`src/rtl/serial_frame_scheduler_pkg.sv`:
```
// Shared types and constants for the serial frame link.
// The scheduler and the receive side both use these.
package serial_frame_scheduler_pkg;

  localparam int unsigned DEF_NCH   = 4;
  localparam int unsigned DEF_LEN_W = 4;

  // PORT and LEN are sent back to back as one header field, so they share ST_HDR.
  typedef enum logic [1:0] {
    ST_IDLE  = 2'b00,
    ST_START = 2'b01,
    ST_HDR   = 2'b10,
    ST_DATA  = 2'b11
  } state_e;

  function automatic int unsigned clog2(input int unsigned v);
    int unsigned r;
    r = 0;
    while ((32'd1 << r) < v) r++;
    return r;
  endfunction

endpackage

```
`src/rtl/serial_frame_scheduler_rr_arbiter.sv`:
```
// Combinational round-robin arbiter. It scans upward from ptr+1 and wraps modulo NCH.
module rr_arbiter
  import serial_frame_scheduler_pkg::*;
#(
  parameter int unsigned NCH    = DEF_NCH,
  parameter int unsigned PORT_W = clog2(NCH)
) (
  input  logic [NCH-1:0]    req,
  input  logic [PORT_W-1:0] ptr,
  output logic [NCH-1:0]    gnt,
  output logic [PORT_W-1:0] idx,
  output logic              valid
);

  logic [PORT_W-1:0] cand;

  // NCH is a power of two, so truncating to PORT_W bits performs the modulo wrap.
  always_comb begin
    gnt   = '0;
    idx   = '0;
    valid = 1'b0;
    cand  = '0;
    for (int unsigned k = 1; k <= NCH; k++) begin
      cand = ptr + PORT_W'(k);
      if (!valid && req[cand]) begin
        valid     = 1'b1;
        idx       = cand;
        gnt[cand] = 1'b1;
      end
    end
  end

endmodule

```
`src/rtl/serial_frame_scheduler.sv`:
```
// Transmit scheduler. It arbitrates among NCH requesters and serialises one frame at a time:
// a start bit, then the port id, then the length, then the payload, paced by clk_en.
module serial_frame_scheduler
  import serial_frame_scheduler_pkg::*;
#(
  parameter int unsigned NCH   = DEF_NCH,
  parameter int unsigned LEN_W = DEF_LEN_W
) (
  input  logic                                clk,
  input  logic                                rst,
  input  logic                                clk_en,
  input  logic [NCH-1:0]                      req,
  input  logic [NCH*LEN_W-1:0]                len_in,
  input  logic [NCH*((2**LEN_W)-1)-1:0]       data_in,
  output logic [NCH-1:0]                      gnt,
  output logic                                ser_out,
  output logic                                busy,
  output logic                                frame_done,
  output logic [clog2(NCH)-1:0]               cur_port
);

  localparam int unsigned PORT_W = clog2(NCH);
  localparam int unsigned DATA_W = (2**LEN_W) - 1;
  localparam int unsigned HDR_W  = PORT_W + LEN_W;
  localparam int unsigned CNT_W  = (clog2(DATA_W + 1) > clog2(HDR_W)) ? clog2(DATA_W + 1) : clog2(HDR_W);

  state_e              state_q, state_d;
  logic [CNT_W-1:0]    cnt_q, cnt_d, cnt_m1;
  logic [HDR_W-1:0]    hdr_q, hdr_d;
  logic [DATA_W-1:0]   data_q, data_d;
  logic [LEN_W-1:0]    len_q, len_d, len_m1;
  logic                ser_q, ser_d;
  logic [PORT_W-1:0]   ptr_q, ptr_d;
  logic [PORT_W-1:0]   port_q, port_d;

  logic [NCH-1:0]      arb_gnt;
  logic [PORT_W-1:0]   arb_idx;
  logic                arb_valid;

  rr_arbiter #(.NCH(NCH), .PORT_W(PORT_W)) u_arb (
    .req   (req),
    .ptr   (ptr_q),
    .gnt   (arb_gnt),
    .idx   (arb_idx),
    .valid (arb_valid)
  );

  assign cnt_m1   = cnt_q - 1'b1;
  assign len_m1   = len_q - 1'b1;
  assign ser_out  = ser_q;
  assign busy     = (state_q != ST_IDLE);
  assign cur_port = port_q;

  always_comb begin
    state_d    = state_q;
    cnt_d      = cnt_q;
    hdr_d      = hdr_q;
    data_d     = data_q;
    len_d      = len_q;
    ser_d      = ser_q;
    ptr_d      = ptr_q;
    port_d     = port_q;
    gnt        = '0;
    frame_done = 1'b0;
    if (clk_en) begin
      unique case (state_q)
        ST_IDLE: begin
          // Reset gates the grant so that no pulse escapes while rst is asserted.
          if (arb_valid && rst) begin
            gnt     = arb_gnt;
            ptr_d   = arb_idx;
            port_d  = arb_idx;
            len_d   = len_in[arb_idx*LEN_W +: LEN_W];
            data_d  = data_in[arb_idx*DATA_W +: DATA_W];
            hdr_d   = {arb_idx, len_in[arb_idx*LEN_W +: LEN_W]};
            ser_d   = 1'b0;
            state_d = ST_START;
          end
        end
        ST_START: begin
          ser_d   = hdr_q[HDR_W-1];
          hdr_d   = hdr_q << 1;
          cnt_d   = CNT_W'(HDR_W - 1);
          state_d = ST_HDR;
        end
        ST_HDR: begin
          if (cnt_q != '0) begin
            ser_d = hdr_q[HDR_W-1];
            hdr_d = hdr_q << 1;
            cnt_d = cnt_m1;
          end else if (len_q != '0) begin
            ser_d   = data_q[len_m1];
            cnt_d   = CNT_W'(len_m1);
            state_d = ST_DATA;
          end else begin
            ser_d      = 1'b1;
            state_d    = ST_IDLE;
            frame_done = 1'b1;
          end
        end
        ST_DATA: begin
          if (cnt_q != '0) begin
            ser_d = data_q[cnt_m1];
            cnt_d = cnt_m1;
          end else begin
            ser_d      = 1'b1;
            state_d    = ST_IDLE;
            frame_done = 1'b1;
          end
        end
        default: state_d = ST_IDLE;
      endcase
    end
  end

  always_ff @(posedge clk or negedge rst) begin
    if (!rst) begin
      state_q <= ST_IDLE;
      cnt_q   <= '0;
      hdr_q   <= '0;
      data_q  <= '0;
      len_q   <= '0;
      ser_q   <= 1'b1;
      ptr_q   <= PORT_W'(NCH - 1);
      port_q  <= '0;
    end else begin
      state_q <= state_d;
      cnt_q   <= cnt_d;
      hdr_q   <= hdr_d;
      data_q  <= data_d;
      len_q   <= len_d;
      ser_q   <= ser_d;
      ptr_q   <= ptr_d;
      port_q  <= port_d;
    end
  end

endmodule
```
`config.mk`:
```
export PLATFORM = sky130hd
export DESIGN_NAME = serial_frame_scheduler
export DESIGN_NICKNAME = d
export VERILOG_FILES = /design/src/rtl/serial_frame_scheduler_pkg.sv /design/src/rtl/serial_frame_scheduler_rr_arbiter.sv /design/src/rtl/serial_frame_scheduler.sv
export SDC_FILE = /design/constraint.sdc
export NUM_CORES = 1
export LEC_CHECK = 0
export BUFFER_PORTS_ARGS = -buffer_cell sky130_fd_sc_hd__clkbuf_2
export CAP_MARGIN = 10
export CORE_MARGIN = 4
export CORE_UTILIZATION = 35
export DETAILED_ROUTE_END_ITERATION = 6
export PLACE_DENSITY = 0.54
export SYNTH_ARGS = -nofsm -noshare
export SYNTH_HDL_FRONTEND = slang
export SYNTH_SLANG_ARGS = --single-unit
```
`constraint.sdc`:
```
create_clock -name clk -period 4.64 [get_ports clk]
set_input_delay 0.232 -clock clk [delete_from_list [all_inputs] [get_ports clk]]
set_output_delay 0.232 -clock clk [all_outputs]
set_load 0.02 [all_outputs]
```
==> key figures, run 1 <==
Layout
  • Nets: between 600 and 700
  • Syn-to-layout area delta: 17.0%
  • Fill cells: around 1100
  • Multi-input logic area: between 0.002 and 0.003 mm^2
  • Layout cells sized above 1: between 20% and 30%
  • Layout Cells excl Fill: a little under 700
  • Storage element area: slightly above 900 um^2
  • N_diodes: 0

Floorplanning
  • Die W: ~110 um
  • IO Count: between 90 and 100
  • Core area: approximately 0.010 mm^2
  • Initial Util: between 30 and 40%
  • Row count: 37
  • Die ar.: approximately 0.012 mm^2
  • Chip height: ~110 um

Setup path
  • Worst setup SP type: register
  • Reg-to-Reg Start: ptr_q[0]
  • Reg2reg setup slack: around 0.76 ns
  • R2R depth: 9
  • CP Cell Sequence: inv_1, ha_1, mux4_2, nand2b_1, nand2_1, buf_4, o21ai_2, mux4_2, mux2_2
  • Peak per-stage delay on the critical path: approximately 0.8 ns
  • Worst setup path startpoint: ptr_q[0]
  • CP Capture Type: register
  • WP data required: between 4 and 5 ns
  • Critical Path Most Common Cell: mux4_2
  • Slowest cell on crit path: dfstp_2
  • CP endpoint: len_q[0]
  • CP bufs+invs: 2
  • Critical path class: reg -> reg
  • CP top delay family: multiplexers
  • Worst-path maximum fanout: 30
  • WP depth: 9
  • Worst EP arrival: ~4 ns
  • Worst r2r dst: len_q[0]

Clocking
  • Resized Gates After CTS: 0
  • Clock transition at the registers of the reported paths: 0.09 ns
  • Worst-skew pair later-pin latency: just under 0.3 ns
  • Hold-fix buffers, CTS: 0
  • H-tree levels: 2
  • Clk root buf: clkbuf_8
  • CTS tree: done
  • Clock Path Buffers: 2
  • Post-CTS setup buffer count: 0
  • Num Clock Sinks: 36
  • CTS buffer count: 5

Timing
  • Final TNS setup: 0 ns
  • Relative slew slack: between 30% and 40%
  • Post-layout min period: between 3 and 4 ns
  • Slew of the pin with the lowest slew margin: between 0.9 and 1 ns
  • Setup ws final: between 0.7 and 0.8 ns
  • Fin. Hold Viols: 0
  • Final Setup Violations: 0
  • Final Cycle Share: a little over four fifths
  • RSZ-0062 raised after global routing: no
  • Clock Skew: about 0.011 ns
  • Final max-slew violation count: 0
  • Fmax: 258 MHz

Synth
  • Synth top area share: between 20% and 30%
  • Sequential area share after synthesis: 24.1%
  • Main combinational cell family by area after synthesis: compound AO/OA/AOI/OAI gates
  • Synth Area in XOR/XNOR: less than 1%
  • Seq cells post-synth: 36
  • Main area contributors after synthesis: dfrtp_1 (22%), nor2_1 (6.2%), ha_1 (5.3%)
  • Synth Area in Compound Gates: a little under a third
  • Ys async rst share: 100%
  • Post-synth EDFFs: 0
  • Ys flop type: dfrtp_1
  • Synth Area in Simple Gates: between 20% and 30%
  • Share of synthesized area spent on multiplexers: 10.4%
  • Library cells used by synthesis: 57
  • Mapped Cells: approximately 470
  • Syn Nets: roughly 570
  • Mean area per synthesized cell: just under 8 um^2
  • Syn. warnings: 0
  • Synth Cell Area: ~0.0037 mm^2
  • Leading area contributor after synthesis: dfrtp_1
  • Adder-cell share of the synthesized area: around 5.3%

Drt
  • 1st-iter DRT viols: 360
  • Routed Wire Length: ~13000 um
  • Vias: between 3000 and 4000
  • Vias per cell: about 5.9
  • Drt wl/cell: approximately 19 um
  • 1st-pass router iterations: 5
  • # DRC: 0
  • Post-route ant nets: 0

GRT
  • Overflow after GRT: 0
  • Global-route wire length before repair: 20600 um
  • Largest net degree at the start of global routing: 37
  • Total GRT Usage: between 10% and 20%
  • Initial antenna violation count: 0
  • Number of global-route vias before repair: 3968

Place
  • Global placer's final weighted congestion: 0.915
  • Port Buf Inserts: 91
  • Placed cell count: between 600 and 700
  • Detailed placement HPWL: roughly 9300 um
  • Setup Slack @ Placement: about 0.86 ns

Status
  • Outcome: complete, no violations

Pwr
  • Logic pwr share: roughly 70%
  • Clock share of power: 7.8%
  • Net Sw Power: 1.56 mW
  • P per Cell Area: between 600 and 700 mW/mm^2
  • Reg power frac: between 20% and 30%
  • Static Leak: about 2 nW
  • Switch share: a little over half
  • Int Pwr: 1.44 mW
  • Peak VDD IR: ~0.00024 V

Worst hold path
  • Min-Delay Path Class: in -> async

Run
  • Max-Cap Viols: 0
-- area by class of cell --
cell class,count,area share (%)
flip-flops and latches,36,20.6
clock buffers,5,1.57
multi-input cells,383,60.3
inverters,15,1.28
clock inverters,3,0.428
well taps,136,3.88
repair buffers,100,11.9
-- flip-flops by register name (all words and copies together) (netlist names) --
signal    flops
cur_port      2
cnt_q         4
len_q         4
ptr_q         2
hdr_q         6
ser_out       1
data_q       15
state_q       2
-- cells in the mapped netlist, types with 7 or more instances --
library cell  number
inv_1             15
clkbuf_1          26
and3_1            31
o21ai_0           17
a21oi_1           27
nor2_1            62
nand2b_1           7
a211oi_1          16
o221ai_1          14
a31oi_1            7
dfrtp_1           33
o41a_1            13
mux4_2             8
o31ai_1           11
mux2_2             7
ha_1              16
buf_2             10
o22ai_1           13
nand2_1           50
mux2i_1           13
nor3_1             8
-- routing by layer --
metal,wire (um),global-route usage (%),vias to the layer above
met5,0,0,-
met3,685,3.48,8
li1,-,-,1928
met1,5850,27.5,1929
met2,5880,32.5,134
met4,137,4.38,0
-- layout by cell type, fill, tap and decap left out, drive strengths merged, types with 4 or more instances in the layout --
master and n:
nand3b 4, and3 31, mux2 7, a21oi 27, a211oi 16, clkbuf 96, nand2 50, nor3 8
nand2b 7, inv 15, ha 16, mux2i 13, a31oi 8, o31ai 11, o21ai 18, o221ai 14
a21o 6, dfrtp 33, a22oi 6, o22ai 13, nor2 62, o41a 13, buf 9, mux4 8
-- through the flow --
| step | utilization (%) | cell area, um^2 | hold slack [ns] | power, mW |
|---|---|---|---|---|
| 2_1_floorplan | - | 3750 | -0.0636 | 2.23 |
| 3_3_place_gp | 41.4 | 4300 | 0.446 | 2.71 |
| 3_5_place_dp | 41.4 | 4300 | 0.442 | 2.75 |
| 4_1_cts | 42.3 | 4380 | 0.125 | 2.99 |
| 5_1_grt | 42.3 | 4380 | 0.148 | 3.27 |
| 6_report | 42.3 | 4380 | 0.0953 | 3.00 |
-- power groups by stage --
stage          sequential [mW]  combinational (mW)  clock, mW
2_1_floorplan            0.572                1.66          0
3_3_place_gp             0.666                2.04          0
3_5_place_dp             0.669                2.08          0
4_1_cts                  0.663                2.09      0.242
5_1_grt                  0.692                2.32      0.259
6_report                 0.666                2.10      0.235
-- worst min path at each step --
| stage | from | end | slack (ns) | cells past startpoint |
|---|---|---|---|---|
| floorplan | rst | cnt_q[0] | -0.06 | 0 |
| global placement | rst | cnt_q[2] | 0.45 | 2 |
| detailed placement | rst | cnt_q[3] | 0.44 | 2 |
| CTS | rst | data_q[0] | 0.13 | 2 |
| global route | rst | data_q[1] | 0.15 | 2 |
| finish | rst | cnt_q[2] | 0.1 | 2 |
-- logic make-up after synthesis --
kind of cell    after synthesis
simple gates                176
compound gates              159
buf+inv                      53
flops                        36
mux                          28
fa+ha+maj                    16
xor+xnor                      4
Note: power is estimated with default switching activity, not from simulation.
==> run 2, diff against run 1 <==
- PLACE_DENSITY: 0.54 -> 0.56
- clock period: 4.64 -> 3.3 ns (I/O delays scaled with it)
==> run 2 against run 1 <==
- via count up 1.8%
- hold slack worse by 0.074 ns
- utilization up 0.76 points
- largest power group unchanged
==> key figures, run 2 (same netlist as run 1, synthesis figures left out) <==
Floorplanning
  • IO Count: 92 (unchanged)
  • Initial Util: 36.1% (unchanged)
  • Row count: 37 (unchanged)
  • Core area: 0.0104 mm^2 (unchanged)
  • Chip height: 111 um (unchanged)
  • Die W: 111 um (unchanged)
  • Die ar.: 0.0124 mm^2 (unchanged)

Setup path
  • Worst-path maximum fanout: 45 (was 30)
  • CP Cell Sequence: buf_4, mux4_2, nor2b_1, a22oi_1, a21oi_1, a21oi_1, nor2_1, clkbuf_2 (was inv_1, ha_1, mux4_2, nand2b_1, nand2_1, buf_4, o21ai_2, mux4_2, mux2_2)
  • CP Capture Type: output pin (was register)
  • CP bufs+invs: 2 (unchanged)
  • CP top delay family: buffers and inverters (was multiplexers)
  • WP data required: 3.13 ns (was 4.81 ns)
  • Reg2reg setup slack: 0.25 ns (was 0.76 ns)
  • Worst EP arrival: 2.89 ns (was 4.05 ns)
  • Critical Path Most Common Cell: a21oi_1 (was mux4_2)
  • Critical path class: reg -> out (was reg -> reg)
  • Peak per-stage delay on the critical path: 0.56 ns (was 0.82 ns)
  • Worst setup SP type: register (unchanged)
  • Slowest cell on crit path: dfstp_2 (unchanged)

Clocking
  • CTS tree: done (unchanged)
  • CTS buffer count: 5 (unchanged)
  • Worst-skew pair later-pin latency: 0.29 ns (about the same)
  • Clock transition at the registers of the reported paths: 0.08 ns (was 0.09 ns)
  • Clock Path Buffers: 2 (unchanged)
  • Num Clock Sinks: 36 (unchanged)
  • Post-CTS setup buffer count: 0 (unchanged)
  • Clk root buf: clkbuf_8 (unchanged)
  • Resized Gates After CTS: 0 (unchanged)
  • H-tree levels: 2 (unchanged)
  • Hold-fix buffers, CTS: 0 (unchanged)

Pwr
  • Static Leak: 2.02 nW (was 1.97 nW)
  • Switch share: 51.1% (was 52.0%)
  • Clock share of power: 8.0% (was 7.8%)
  • Logic pwr share: 71.8% (was 70.0%)
  • Peak VDD IR: 0.000313 V (was 0.000235 V)
  • Final Total Pwr: 4.34 mW (was 3.00 mW)
  • Reg power frac: 20.2% (was 22.2%)
  • Int Pwr: 2.12 mW (was 1.44 mW)
  • P per Cell Area: 972 mW/mm^2 (was 685 mW/mm^2)
  • Net Sw Power: 2.22 mW (was 1.56 mW)

Layout
  • Max reg flops: 15 (unchanged)
  • Most flops, register: data_q (unchanged)
  • Cell area after layout: 0.00446 mm^2 (was 0.00438 mm^2)
  • Layout Utilization: 43.0% (was 42.3%)
  • Fill cells: 1089 (was 1063)
  • Storage element area: 905 um^2 (unchanged)
  • Layout cells sized above 1: 25.8% (was 24.9%)
  • N_diodes: 0 (unchanged)
  • Most common cell after layout, fill and taps aside: clkbuf_2 (unchanged)
  • Nets: 648 (was 640)
  • Multi-input logic area: 0.00264 mm^2 (unchanged)
  • Most frequent cells in the layout: clkbuf_2 (91), nor2_1 (62), nand2_1 (50), dfrtp_1 (33), and3_1 (31) (unchanged)
  • Syn-to-layout area delta: 19.1% (was 17.0%)
  • Largest regs: data_q: 15 flops, hdr_q: 6 flops (unchanged)

Drt
  • Post-route ant nets: 0 (unchanged)
  • # DRC: 0 (unchanged)
  • Drt wl/cell: 18.4 um (was 18.5 um)
  • Routed Wire Length: 12600 um (about the same)
  • 1st-pass router iterations: 5 (unchanged)
  • Vias: 4071 (was 3999)
  • Vias per cell: 5.93 (was 5.90)
  • 1st-iter DRT viols: 291 (was 360)

Place
  • Setup Slack @ Placement: 0.273 ns (was 0.857 ns)
  • Port Buf Inserts: 91 (unchanged)
  • Placed Area: 0.00437 mm^2 (was 0.00430 mm^2)
  • Detailed placement HPWL: 9370 um (was 9310 um)
  • Global placer's final weighted congestion: 0.832 (was 0.915)

GRT
  • Number of global-route vias before repair: 3930 (was 3968)
  • Global-route wire length before repair: 20600 um (about the same)
  • Total GRT Usage: 19.9% (was 19.8%)
  • Overflow after GRT: 0 (unchanged)
  • Largest net degree at the start of global routing: 46 (was 37)
  • Initial antenna violation count: 0 (unchanged)

Timing
  • Fmax: approximately 330 MHz
  • Final TNS setup: 0 ns (unchanged)
  • Slew of the pin with the lowest slew margin: 1.02 ns (was 0.956 ns)
  • Relative slew slack: 31.6% (was 35.4%)
  • Fin. Hold Viols: 0 (unchanged)
  • Post-layout min period: 3.06 ns
  • Final Setup Violations: 0 (unchanged)
  • Final Cycle Share: approximately 93%
  • Clock Skew: 0.00718 ns (was 0.0112 ns)
  • RSZ-0062 raised after global routing: no (unchanged)
  • Final max-slew violation count: 0 (unchanged)
  • Setup ws final: 0.240 ns (was 0.761 ns)

Worst hold path
  • Min-Delay Path Class: in -> async (unchanged)

Run
  • Max-Cap Viols: 0 (unchanged)

Status
  • Outcome: complete, no violations (unchanged)
-- run 2: path summary, 6_finish.rpt --
| kind | endpoint | start | cells past startpoint |
|---|---|---|---|
| worst min register to register | cur_port[1] | cur_port[1] | 1 |
| min in group clk | data_q[6] | data_in[51] | 3 |
| max in group asynchronous | ptr_q[1] | rst | 2 |
| worst max-delay path | gnt[3] | ptr_q[0] | 8 |
| worst min-delay path | state_q[1] | rst | 2 |
| worst max register to register | data_q[4] | ptr_q[1] | 8 |
-- run 2: power groups by stage --
stage	combinational, mW	clock (mW)	sequential [mW]
finish	3.12	0.345	0.876
detailed placement	3.08	0	0.887
floorplan	2.34	0	0.805
CTS	3.10	0.354	0.880
global route	3.46	0.371	0.908
global placement	3.02	0	0.885
-- run 2: metrics by stage --
step / hold WS, ns / instances
finish: 0.0208 / 686
CTS: 0.0562 / 686
global route: 0.0852 / 686
detailed placement: 0.372 / 678
global placement: 0.375 / 678
floorplan: -0.131 / 472
-- run 2: layout make-up --
| class | instances | share of cell area (%) |
|---|---|---|
| Multi-Input combinational cell | 383 | 59.2 |
| Tap cell | 136 | 3.81 |
| Clock buffer | 7 | 1.93 |
| Sequential cell | 36 | 20.3 |
| Clock inverter | 1 | 0.168 |
| Inverter | 15 | 1.26 |
| Timing Repair Buffer | 108 | 13.3 |
-- run 2: per-layer routing --
metal  track usage (%)  vias to the layer above  wire, um
met5                 0                        -         0
met4              4.62                        0       168
met3              3.53                       15       676
met2              31.7                      139      6100
met1              28.2                     1977      5700
li1                  -                     1940         -
==> run 3, diff against run 2 <==
- RECOVER_POWER: unset -> 100
==> run 3 against run 2 <==
- the flow now finishes with violations (capacitance limit, slew limit)
- worst setup slack got worse by 0.0083 ns
- via count shrank 0.27%
- critical path depth did not move
- global-route usage is the same
- sequential cell count stayed put
- utilization shrank 0.19 points
- total power fell by 0.28%
- critical path type unchanged
- largest cell class unchanged
==> key figures, run 3 (same netlist as run 1, synthesis figures left out) <==
Setup path
  • CP top delay family: buffers and inverters (unchanged)
  • Reg2reg setup slack: 0.23 ns (was 0.25 ns)
  • Critical path class: reg -> out (unchanged)
  • Worst setup SP type: register (unchanged)
  • CP Capture Type: output pin (unchanged)
  • Critical Path Most Common Cell: a21oi_1 (unchanged)
  • Worst EP arrival: 2.90 ns (was 2.89 ns)
  • CP bufs+invs: 2 (unchanged)
  • Slowest cell on crit path: dfstp_1 (was dfstp_2)
  • CP Cell Sequence: buf_4, mux4_2, nor2b_1, a22oi_1, a21oi_1, a21oi_1, nor2_1, clkbuf_2 (unchanged)
  • Worst-path maximum fanout: 45 (unchanged)
  • Peak per-stage delay on the critical path: 0.56 ns (about the same)
  • WP data required: 3.13 ns (about the same)

Layout
  • Most frequent cells in the layout: clkbuf_2 (85), nor2_1 (62), nand2_1 (50), dfrtp_1 (33), and3_1 (31) (was clkbuf_2 (91), nor2_1 (62), nand2_1 (50), dfrtp_1 (33), and3_1 (31))
  • Multi-input logic area: 0.00264 mm^2 (about the same)
  • Nets: 648 (unchanged)
  • Layout Cells excl Fill: 686 (unchanged)
  • Most common cell after layout, fill and taps aside: clkbuf_2 (unchanged)
  • Max reg flops: 15 (unchanged)
  • Layout cells sized above 1: 24.0% (was 25.8%)
  • Largest regs: data_q: 15 flops, hdr_q: 6 flops (unchanged)
  • Most flops, register: data_q (unchanged)
  • Syn-to-layout area delta: 18.5% (was 19.1%)
  • Fill cells: 1098 (was 1089)
  • N_diodes: 0 (unchanged)
  • Storage element area: 905 um^2 (unchanged)

Drt
  • 1st-pass router iterations: 5 (unchanged)
  • Post-route ant nets: 0 (unchanged)
  • Vias per cell: 5.92 (was 5.93)
  • 1st-iter DRT viols: 289 (was 291)
  • Drt wl/cell: 18.4 um (about the same)
  • Vias: 4060 (was 4071)
  • # DRC: 0 (unchanged)
  • Routed Wire Length: 12600 um (about the same)

Timing
  • Relative slew slack: -37.7% (was 31.6%)
  • Fmax: 326 MHz (was 327 MHz)
  • Final Cycle Share: 93.0% (was 92.7%)
  • Fin. Hold Viols: 0 (unchanged)
  • Clock Skew: 0.00683 ns (was 0.00718 ns)
  • Final TNS setup: 0 ns (unchanged)
  • Final max-slew violation count: 37 (was 0)
  • Hold slack: 0.227 ns (was 0.0208 ns)
  • Post-layout min period: 3.07 ns (was 3.06 ns)
  • Final Setup Violations: 0 (unchanged)
  • Slew of the pin with the lowest slew margin: 2.07 ns (was 1.02 ns)
  • RSZ-0062 raised after global routing: no (unchanged)

Clocking
  • CTS buffer count: 5 (unchanged)
  • Worst-skew pair later-pin latency: 0.29 ns (about the same)
  • Num Clock Sinks: 36 (unchanged)
  • Clock transition at the registers of the reported paths: 0.07 ns (was 0.08 ns)
  • Clk root buf: clkbuf_8 (unchanged)
  • Clock Path Buffers: 2 (unchanged)
  • Post-CTS setup buffer count: 0 (unchanged)
  • Hold-fix buffers, CTS: 0 (unchanged)
  • Resized Gates After CTS: 0 (unchanged)
  • H-tree levels: 2 (unchanged)
  • CTS tree: done (unchanged)

GRT
  • Initial antenna violation count: 0 (unchanged)
  • Largest net degree at the start of global routing: 46 (unchanged)
  • Total GRT Usage: 19.9% (unchanged)
  • Number of global-route vias before repair: 3930 (unchanged)
  • Global-route wire length before repair: 20600 um (unchanged)
  • Overflow after GRT: 0 (unchanged)

Run
  • Max-Cap Viols: 1 (was 0)

Status
  • Failing checks: capacitance limit, slew limit
  • Outcome: complete, but fails checks (was complete, no violations)

Floorplanning
  • Die ar.: 0.0124 mm^2 (unchanged)
  • IO Count: 92 (unchanged)
  • Die W: 111 um (unchanged)
  • Row count: 37 (unchanged)
  • Chip height: 111 um (unchanged)
  • Initial Util: 36.1% (unchanged)
  • Core area: 0.0104 mm^2 (unchanged)

Pwr
  • P per Cell Area: 974 mW/mm^2 (was 972 mW/mm^2)
  • Static Leak: 1.99 nW (was 2.02 nW)
  • Peak VDD IR: 0.000314 V (was 0.000313 V)

Place
  • Port Buf Inserts: 91 (unchanged)
  • Placed cell count: 678 (unchanged)
  • Global placer's final weighted congestion: 0.832 (unchanged)
  • Detailed placement HPWL: 9370 um (unchanged)

Worst hold path
  • Min-Delay Path Class: in -> reg (was in -> async)
-- run 3: path summary, 6_finish.rpt --
kind | from | depth (start not counted) | endpoint
worst max register to register | ptr_q[0] | 9 | len_q[3]
worst min register to register | cur_port[1] | 1 | cur_port[1]
worst max-delay path | ptr_q[0] | 8 | gnt[3]
min in group asynchronous | rst | 2 | state_q[1]
max in group asynchronous | rst | 2 | cur_port[1]
worst min-delay path | data_in[51] | 3 | data_q[6]
-- run 3: tightest hold or removal path: stages --
cell and delay [ns]:
clkbuf_2 0.09, o221ai_1 0.13, o22ai_1 0.09
-- run 3: where the power goes --
| part | leakage [nW] | internal [mW] | switching [mW] |
|---|---|---|---|
| Combinational | 1.52 | 1.28 | 1.83 |
| Clock | 0.0445 | 0.170 | 0.173 |
| Sequential | 0.424 | 0.661 | 0.211 |
| Total | 1.99 | 2.11 | 2.22 |
-- run 3: metrics by stage --
stage | power (mW) | setup WS, ns | utilization, % | cell area [um^2]
after floorplan | 3.14 | 0.0712 | - | 3750
after global placement | 3.91 | 0.336 | 42.1 | 4370
after detailed placement | 3.97 | 0.273 | 42.1 | 4370
after CTS | 4.34 | 0.251 | 43.0 | 4460
after global routing | 4.72 | 0.0468 | 42.8 | 4440
final | 4.33 | 0.232 | 42.8 | 4440
-- run 3: per-layer routing --
metal | share of wire, % | vias up | GRT usage [%]
li1 | - | 1943 | -
met1 | 46 | 1974 | 28.2
met2 | 48 | 127 | 31.7
met3 | 4.8 | 16 | 3.53
met4 | 1.4 | 0 | 4.62
met5 | 0 | - | 0
-- run 3: layout make-up --
cell class / count / share of cell area, %
Multi-Input combinational cell: 383 / 59.4
Sequential cell: 36 / 20.4
Timing Repair Buffer: 108 / 13.1
Tap cell: 136 / 3.83
Clock buffer: 7 / 1.94
Inverter: 15 / 1.27
Clock inverter: 1 / 0.169
